[src/rtl/rope_pkg.sv]
// ---------------------------------------------------------------------------
// rope_pkg
// Shared definitions for the rope collision-side logic: screen geometry,
// datapath widths, the bounce controller state encoding and the boundary
// comparison helper used by rope_bounce_ctrl.
// ---------------------------------------------------------------------------
package rope_pkg;

    localparam int FIXED_POINT_MULTIPLIER = 64;
    localparam int SCREEN_WIDTH           = 640;
    localparam int SCREEN_HEIGHT          = 480;

    // topLeftX is 11-bit signed. Boundary maths is done at 12 bits so that
    // topLeftX + OBJ_WIDTH - 1 cannot overflow.
    localparam int X_W    = 11;
    localparam int CALC_W = 12;

    // Hold-off counter width (HOLDOFF_FRAMES is limited to 0..15)
    localparam int HOLD_W = 4;

    localparam int COUNT_W = 8;

    typedef enum logic [1:0] {
        ARMED = 2'd0,
        FIRE  = 2'd1,
        HOLD  = 2'd2
    } bounce_state_t;

    // Sign-extend a screen X coordinate to the comparison width.
    function automatic logic signed [CALC_W-1:0] widen_x(
        input logic signed [X_W-1:0] x
    );
        return {x[X_W-1], x};
    endfunction

    // Boundary check in the current direction of travel only. A rope that
    // has just reversed away from a bound is never flagged again by it.
    function automatic logic boundary_hit(
        input logic signed [X_W-1:0]    x,
        input logic                     moving_right,
        input logic signed [CALC_W-1:0] left_bound,
        input logic signed [CALC_W-1:0] right_bound,
        input logic signed [CALC_W-1:0] width_m1
    );
        logic signed [CALC_W-1:0] left_edge;
        logic signed [CALC_W-1:0] right_edge;
        left_edge  = widen_x(x);
        right_edge = left_edge + width_m1;
        if (moving_right) begin
            return (right_edge >= right_bound);
        end
        return (left_edge <= left_bound);
    endfunction

endpackage : rope_pkg

[src/rtl/frame_holdoff_counter.sv]
// ---------------------------------------------------------------------------
// frame_holdoff_counter
// Loadable 4-bit down-counter that counts frames (startOfFrame pulses), not
// clock cycles. Used to suppress collision checks for a number of frames
// after a direction toggle.
//
// Ports
//   clk          in   system clock
//   resetN       in   asynchronous active-low reset
//   load         in   load loadVal this cycle
//   loadVal      in   hold-off length in frames
//   startOfFrame in   one-cycle frame pulse; decrements the count
//   done         out  count has reached zero
// ---------------------------------------------------------------------------
module frame_holdoff_counter
    import rope_pkg::*;
(
    input  logic              clk,
    input  logic              resetN,
    input  logic              load,
    input  logic [HOLD_W-1:0] loadVal,
    input  logic              startOfFrame,
    output logic              done
);

    logic [HOLD_W-1:0] cnt_q;
    logic [HOLD_W-1:0] cnt_d;

    always_comb begin
        cnt_d = cnt_q;
        if (load) begin
            // A frame pulse coinciding with the load is already the first
            // hold-off frame, so it is consumed straight away.
            if (startOfFrame && (loadVal != '0)) begin
                cnt_d = loadVal - HOLD_W'(1);
            end else begin
                cnt_d = loadVal;
            end
        end else if (startOfFrame && (cnt_q != '0)) begin
            cnt_d = cnt_q - HOLD_W'(1);
        end
    end

    always_ff @(posedge clk or negedge resetN) begin
        if (!resetN) begin
            cnt_q <= '0;
        end else begin
            cnt_q <= cnt_d;
        end
    end

    assign done = (cnt_q == '0);

endmodule : frame_holdoff_counter

[src/rtl/rope_bounce_ctrl.sv]
// ---------------------------------------------------------------------------
// rope_bounce_ctrl
// Produces the dirToggle pulse consumed by the rope mover. On each frame
// start it evaluates a screen-boundary check on topLeftX and a latched
// rope/wall pixel-overlap flag; either one issues a single toggle, after
// which checks are suppressed for HOLDOFF_FRAMES frames.
//
// Ports
//   clk          in   system clock
//   resetN       in   asynchronous active-low reset
//   startOfFrame in   one-cycle pulse per frame (evaluation point)
//   topLeftX     in   signed 11-bit rope X from the mover
//   ropeDR       in   rope draw request for the current pixel
//   wallDR       in   wall draw request for the current pixel
//   dirToggle    out  registered one-cycle toggle pulse to the mover
//   movingRight  out  tracked direction of travel
//   bounceCount  out  number of toggles issued, wraps 255 -> 0
// ---------------------------------------------------------------------------
module rope_bounce_ctrl
    import rope_pkg::*;
#(
    parameter int LEFT_BOUND     = 0,
    parameter int RIGHT_BOUND    = SCREEN_WIDTH - 1,
    parameter int OBJ_WIDTH      = 32,
    parameter int HOLDOFF_FRAMES = 4,
    parameter bit INIT_RIGHT     = 1'b1
) (
    input  logic                  clk,
    input  logic                  resetN,
    input  logic                  startOfFrame,
    input  logic signed [X_W-1:0] topLeftX,
    input  logic                  ropeDR,
    input  logic                  wallDR,
    output logic                  dirToggle,
    output logic                  movingRight,
    output logic [COUNT_W-1:0]    bounceCount
);

    localparam logic signed [CALC_W-1:0] LEFT_B   = CALC_W'(LEFT_BOUND);
    localparam logic signed [CALC_W-1:0] RIGHT_B  = CALC_W'(RIGHT_BOUND);
    localparam logic signed [CALC_W-1:0] WIDTH_M1 = CALC_W'(OBJ_WIDTH - 1);
    localparam logic [HOLD_W-1:0]        HOLD_LEN = HOLD_W'(HOLDOFF_FRAMES);
    localparam bit                       HAS_HOLD = (HOLDOFF_FRAMES > 0);

    bounce_state_t         state_q,        state_d;
    logic signed [X_W-1:0] prev_x_q,       prev_x_d;
    logic                  hit_pending_q,  hit_pending_d;
    logic                  moving_right_q, moving_right_d;
    logic [COUNT_W-1:0]    bounce_count_q, bounce_count_d;
    logic                  dir_toggle_q,   dir_toggle_d;

    logic overlap;
    logic tracked_right;
    logic bound_hit;
    logic fire_now;
    logic can_fire;
    logic hold_load;
    logic hold_done;

    assign overlap = ropeDR & wallDR;

    // Direction implied by this frame's motion; unchanged when stationary.
    always_comb begin
        tracked_right = moving_right_q;
        if (topLeftX > prev_x_q) begin
            tracked_right = 1'b1;
        end else if (topLeftX < prev_x_q) begin
            tracked_right = 1'b0;
        end
    end

    assign bound_hit = boundary_hit(topLeftX, tracked_right, LEFT_B, RIGHT_B, WIDTH_M1);

    // An overlap in the same cycle as the frame pulse still counts.
    assign fire_now = startOfFrame & (bound_hit | hit_pending_q | overlap);

    // HOLD with an expired counter behaves as ARMED; this covers the single
    // cycle between the counter reaching zero and the state moving on.
    assign can_fire = (state_q == ARMED) || ((state_q == HOLD) && hold_done);

    always_comb begin
        state_d        = state_q;
        prev_x_d       = prev_x_q;
        moving_right_d = moving_right_q;
        bounce_count_d = bounce_count_q;
        dir_toggle_d   = 1'b0;
        hold_load      = 1'b0;

        // Overlap is latched in every state and discarded at each frame edge
        // once that frame's evaluation has used it.
        hit_pending_d = startOfFrame ? 1'b0 : (hit_pending_q | overlap);

        if (startOfFrame) begin
            prev_x_d       = topLeftX;
            moving_right_d = tracked_right;
        end

        case (state_q)
            ARMED, HOLD: begin
                if (can_fire) begin
                    if (fire_now) begin
                        state_d        = FIRE;
                        dir_toggle_d   = 1'b1;
                        // The bounce reversal wins over this frame's tracking.
                        moving_right_d = ~tracked_right;
                        bounce_count_d = bounce_count_q + COUNT_W'(1);
                    end else begin
                        state_d = ARMED;
                    end
                end
            end
            FIRE: begin
                hold_load = 1'b1;
                state_d   = HAS_HOLD ? HOLD : ARMED;
            end
            default: begin
                state_d = ARMED;
            end
        endcase
    end

    frame_holdoff_counter u_holdoff (
        .clk          (clk),
        .resetN       (resetN),
        .load         (hold_load),
        .loadVal      (HOLD_LEN),
        .startOfFrame (startOfFrame),
        .done         (hold_done)
    );

    always_ff @(posedge clk or negedge resetN) begin
        if (!resetN) begin
            state_q        <= ARMED;
            prev_x_q       <= '0;
            hit_pending_q  <= 1'b0;
            moving_right_q <= INIT_RIGHT;
            bounce_count_q <= '0;
            dir_toggle_q   <= 1'b0;
        end else begin
            state_q        <= state_d;
            prev_x_q       <= prev_x_d;
            hit_pending_q  <= hit_pending_d;
            moving_right_q <= moving_right_d;
            bounce_count_q <= bounce_count_d;
            dir_toggle_q   <= dir_toggle_d;
        end
    end

    assign dirToggle   = dir_toggle_q;
    assign movingRight = moving_right_q;
    assign bounceCount = bounce_count_q;

endmodule : rope_bounce_ctrl

[config.mk]
export PLATFORM = sky130hd
export DESIGN_NAME = rope_bounce_ctrl
export DESIGN_NICKNAME = d
export VERILOG_FILES = /design/src/rtl/rope_pkg.sv /design/src/rtl/frame_holdoff_counter.sv /design/src/rtl/rope_bounce_ctrl.sv
export SDC_FILE = /design/constraint.sdc
export NUM_CORES = 1
export LEC_CHECK = 0
export BUFFER_PORTS_ARGS = -buffer_cell sky130_fd_sc_hd__buf_2
export CAP_MARGIN = 5
export CORE_MARGIN = 2
export CORE_UTILIZATION = 50
export DETAILED_ROUTE_END_ITERATION = 8
export GPL_TIMING_DRIVEN = 1
export MAX_ROUTING_LAYER = met4
export PLACE_DENSITY = 0.78
export RECOVER_POWER = 25
export SYNTH_ARGS = -nofsm -noshare
export SYNTH_HDL_FRONTEND = slang
export SYNTH_SLANG_ARGS = --single-unit
[constraint.sdc]
create_clock -name clk -period 3.8 [get_ports clk]
set_input_delay 0.19 -clock clk [delete_from_list [all_inputs] [get_ports clk]]
set_output_delay 0.19 -clock clk [all_outputs]
set_load 0.01 [all_outputs]
# Word level (Yosys, flattened, before mapping)
# Index checks and enable logic that the tools add are counted.
# totals
register_bits	28
inputBits	16
out_inout_bits	10
wordCells	52
# op_classes
add_sub_neg	3
n_lt_le_gt_ge	4
eq_ne	3
n_mux	20
n_bitwise	6
n_reduce_logical	9
# op_table
operator	n
two-way mux 1 bit	15
adder 11 x 6 -> 12 bit, second input constant	1
>= comparator 12 x 11 -> 1 bit, second input constant	1
greater-than comparator 11 bit	1
less-or-equal comparator 11 x 1 -> 1 bit, second input constant	1
less-than comparator 11 bit	1
adder 8 x 1 -> 8 bit, second input constant	1
two-way mux 4 bit	2
zero test 4 bit	1
one-hot mux 2 bit (2 select lines)	1
nonzero test 4 bit	1
subtractor 4 x 1 -> 4 bit, second input constant	1
two-way mux 3 bit	1
bitwise OR 1 bit	3
AND reduction 3 bit	1
bitwise AND 1 bit	2
equality test 2 x 1 -> 1 bit, second input constant	1
equality test 2 bit, second input constant	1
logical AND 1 bit	2
zero test 2 bit	1
two-way mux 2 bit	1
!= test 2 bit, second input constant	1
nonzero test 2 bit	1
OR reduction 2 bit	1
other kinds (2)	2

# Logic depth before layout (Yosys ltp)
# depth
depth_word	11
mapped_depth	8
mapped_depth_nobuf	8

# By module
# A second synthesis with hierarchy kept.
# hier_totals
cells_unflattened	182
area_unflattened_um2	1791.7
# by_module_without_submodules
module	n_inst	cells_per_inst	area_per_inst_um2	seq_area_each_um2
rope_bounce_ctrl	1	145	1461.4	601.8
frame_holdoff_counter	1	37	330.3	100.1

# Worst setup path after synthesis
# Ideal clock, no wire load.
# synth_timing
kind	flip-flop to flip-flop
startpoint	register u_holdoff.cnt_q[0]
endpoint	register bounce_count_q[1] (netlist: bounceCount[1])
setup_ns	0.127
arrival_ns	2.073
required_time_ns	3.673
slack_ns	1.599
stages_incl_launch_ff	8
n_path_buf	0
synth_period_minus_slack_ns	2.201
cell_sequence	dfrtp_1 -> inv_1 -> ha_1 -> or3b_4 -> a211o_1 -> a2111o_4 -> nand2_2 -> mux2_1
# synth_between
elab_chain_len	4
# synth_lines
item	line	text
start: declaration	frame_holdoff_counter.sv:26	logic [HOLD_W-1:0] cnt_q;
start signal: assignment	frame_holdoff_counter.sv:48	cnt_q <= cnt_d;
zero test 4 bit	frame_holdoff_counter.sv:52	assign done = (cnt_q == '0);
logical AND 1 bit	rope_bounce_ctrl.sv:79	assign can_fire = (state_q == ARMED) || ((state_q == HOLD) && hold_done);
logical OR 1 bit	rope_bounce_ctrl.sv:79	
AND reduction 3 bit (no line)	-	
end signal: assignment	rope_bounce_ctrl.sv:144	bounce_count_q <= bounce_count_d;
end: declaration	rope_bounce_ctrl.sv:49	logic [COUNT_W-1:0] bounce_count_q, bounce_count_d;
# Every way passes these cells.
# A chain may end at the register's enable or synchronous reset.

# Worst setup path in the final report
# Ends and elaborated chain as after synthesis.

==> key figures <==
Clock tree
  – H-tree level count: 1
  – Post_cts resized: 0
  – CTS tree: yes
  – Clock Sinks: 28
  – Root Buffer: clkbuf_4
  – Clock latency on the worst-skew pair: 0.32 ns
  – Clock tree buffer depth: 2
  – Clock Pin Slew Worst Setup and Hold Paths: 0.15 ns
  – Clock buffer count from CTS: 3

Floorplanning
  – Placeable Area: 2980 µm²
  – Starting Density: 51.7%
  – Total Die Area: 3540 µm²
  – # rows: 20
  – DIE HEIGHT: 59.5 µm
  – Die width: 59.5 µm
  – IO Count: 26

Timing
  – Min Hold Slack: 0.107 ns
  – Slew Limit Headroom: 1.58%
  – Worst clock skew: 0.00728 ns
  – Worst-Margin Slew: 1.48 ns
  – TNS Setup: 0 ns
  – # setup viols final: 0
  – Final hold vios: 0
  – Slew Viols, Final: 0
  – Fin crit share: 61.1%
  – RSZ-0062 raised after global routing: false
  – Fmax: 0.431 GHz
  – Minimum clock period: 2.32 ns

Global routing
  – Global-route track usage on met3: 1.97%
  – Largest net degree at the start of global routing: 29
  – Met2 GRT Util: 34.7%
  – Gr busiest metal: met2
  – Antenna violations before repair: 0
  – Total global-route track usage: 19.4%
  – Vias in the first global route: 1,252
  – Global Route met1 Usage: 22.5%
  – First-pass GRT wire length: 5160 µm
  – GRT overflow: 0

Pwr
  – Switching part of the total: 35.5%
  – Seq pwr share: 50.0%
  – Internal Power: 579 µW
  – VDD IR max: 0.319 mV
  – Combinational Power Share: 34.0%
  – Pwr dens: 518 nW/µm²
  – Switching power: 318 µW
  – Clock share of power: 16.0%
  – P_leak: 0.860 nW

Worst setup path
  – WP data arrival: 2.55 ns
  – CP max FO: 9
  – Required time worst endpoint: 4.03 ns
  – Cells along the critical path: inv_1 > ha_1 > or3b_4 > a211o_1 > a2111o_4 > nand2_2 > mux2_1
  – Element type at the critical path start: register
  – CP Capture Type: register
  – Worst path slowest cell: dfrtp_1
  – CP peak stage delay: 0.43 ns
  – Crit Path Category: reg2reg

Hold path
  – Hold Crit Class: in2reg

Placed design
  – DP HPWL: 2250 µm
  – IO Port Bufs: 25
  – Routability Congestion: 0.812

Synth
  – Cells after synthesis: 156
  – Total number of yosys warnings: 0
  – Synthesized flop and latch total: 28
  – Fraction of registers with async set/reset: 100%
  – Syn nets: 185
  – Post-synth EDFFs: 0
  – Post-Syn Area: 1540 µm²
  – Synth unique cells: 38
  – Seq/Total Area, Yosys: 45.6%
  – Ys flop type: dfrtp_1
  – Mean Syn Cell Area: 9.87 µm²

Layout
  – Diodes inserted: 0
  – Final net count: 213
  – Filler cells: 265
  – Layout area overhead: 12.5%
  – Ratio of cells with drive above 1 in the final layout: 21.9%

Route
  – Wirelength per Cell: 13.2 µm
  – Final wirelength: 2850 µm
  – Drc violations: 0
  – Via count: 1,212
  – Routed vias/inst: 5.61
  – Antenna Nets Post-Route: 0
  – Initial DRC Count: 25
  – Number of iterations in the first detailed-routing pass: 4

Status
  – Result of the run: completed

Run
  – Max_cap viols: 0
layout make-up:
class                           instances  area [µm²]  share of cell area, %
Tap cell                               33        41.3                   2.38
Clock buffer                            4        36.3                   2.10
Sequential cell                        28         702                   40.5
Inverter                               18        67.6                   3.90
Timing Repair Buffer                   26         134                   7.73
Multi-Input combinational cell        107         751                   43.4
final timing paths:
path                                     from        endpoint  slack, ns  cells after the start
max in group asynchronous              resetN  bounceCount[4]       2.22                      2
max                        u_holdoff.cnt_q[0]  bounceCount[1]       1.48                      7
min                               topLeftX[1]     prev_x_q[1]       0.11                      3
min in group asynchronous              resetN     prev_x_q[5]       0.73                      2
min reg2reg                    bounceCount[7]  bounceCount[7]       0.48                      1
max reg2reg                u_holdoff.cnt_q[0]  bounceCount[1]       1.48                      7
critical path, delay by kind of cell, from the launching register on:
kind            cells  cell delay, ns
fa+ha+maj           1            0.16
flops               1            0.43
simple gates        2            0.50
mux                 1            0.32
compound gates      2            0.75
buf+inv             1            0.07
repair_timing:
| action | CTS | global route |
|---|---|---|
| endpoints found under the hold margin | 27 | 0 |
| hold buffers | 1 | 0 |
| setup buffers | 0 | 0 |
synthesized netlist by cell type, types with 2 or more instances:
master | instances | area, µm²
dfrtp_1 | 27 | 676
nand2_1 | 21 | 78.8
inv_1 | 18 | 67.6
o21ai_0 | 15 | 75.1
ha_1 | 13 | 163
a21oi_1 | 8 | 40.0
xor2_1 | 7 | 61.3
nand3_1 | 6 | 30.0
nor2_1 | 4 | 15.0
a21boi_1 | 3 | 22.5
nor4_1 | 3 | 18.8
a211oi_2 | 2 | 25.0
clkbuf_1 | 2 | 7.51
o211ai_1 | 2 | 15.0
o21ai_1 | 2 | 10.0
power groups by stage:
stage                     Clock, mW  Sequential [mW]  Combinational (mW)
after floorplan                   0            0.459               0.194
after CTS                     0.150            0.449               0.311
final                         0.144            0.449               0.304
after detailed placement          0            0.455               0.308
after global routing          0.161            0.462               0.346
after global placement            0            0.447               0.292
registers in the layout (all words and copies together), names as in the netlist:
signal and flops:
state_q 2, u_holdoff.cnt_q 4, bounceCount 8, movingRight 1
dirToggle 1, hit_pending_q 1, prev_x_q 11
layer usage:
metal	up-vias	share of wire [%]	wire, µm
met5	-	0	0
met4	0	1.0	29
met3	4	2.9	82
met2	19	51	1460
met1	596	45	1280
li1	593	-	-
placed cells by master, fill, tap and decap left out, drive strengths merged, types with 2 or more instances in the layout:
cell	synthesis	layout
dfrtp	27	27
buf	1	24
nand2	22	22
inv	18	18
o21ai	18	18
ha	13	13
a21oi	8	8
xor2	7	7
nand3	6	6
clkbuf	2	5
nor2	4	4
nor4	3	3
a21boi	3	3
a211oi	2	2
o211ai	2	2
nand4	2	2
mux2	2	2
kinds of logic after synthesis:
family	share of synthesized area, %
muxes	1.46
xor gates and xnor gates	4.55
AOI/OAI and AO/OA	16.7
DFF	45.6
buffers and inverters	5.61
and+or+nand+nor	15.4
adders and majority gates	10.6
metrics by stage:
step           total power, mW  worst slack (ns)  cell area [µm²]  instances  util (%)
2_1_floorplan            0.652              1.60             1540        156         -
3_3_place_gp             0.739              1.54             1690        211      56.6
3_5_place_dp             0.763              1.50             1690        211      56.6
4_1_cts                  0.910              1.47             1730        216      58.2
5_1_grt                  0.969              1.32             1730        216      58.2
6_report                 0.897              1.48             1730        216      58.2
Power figures use the tool's default switching activity.
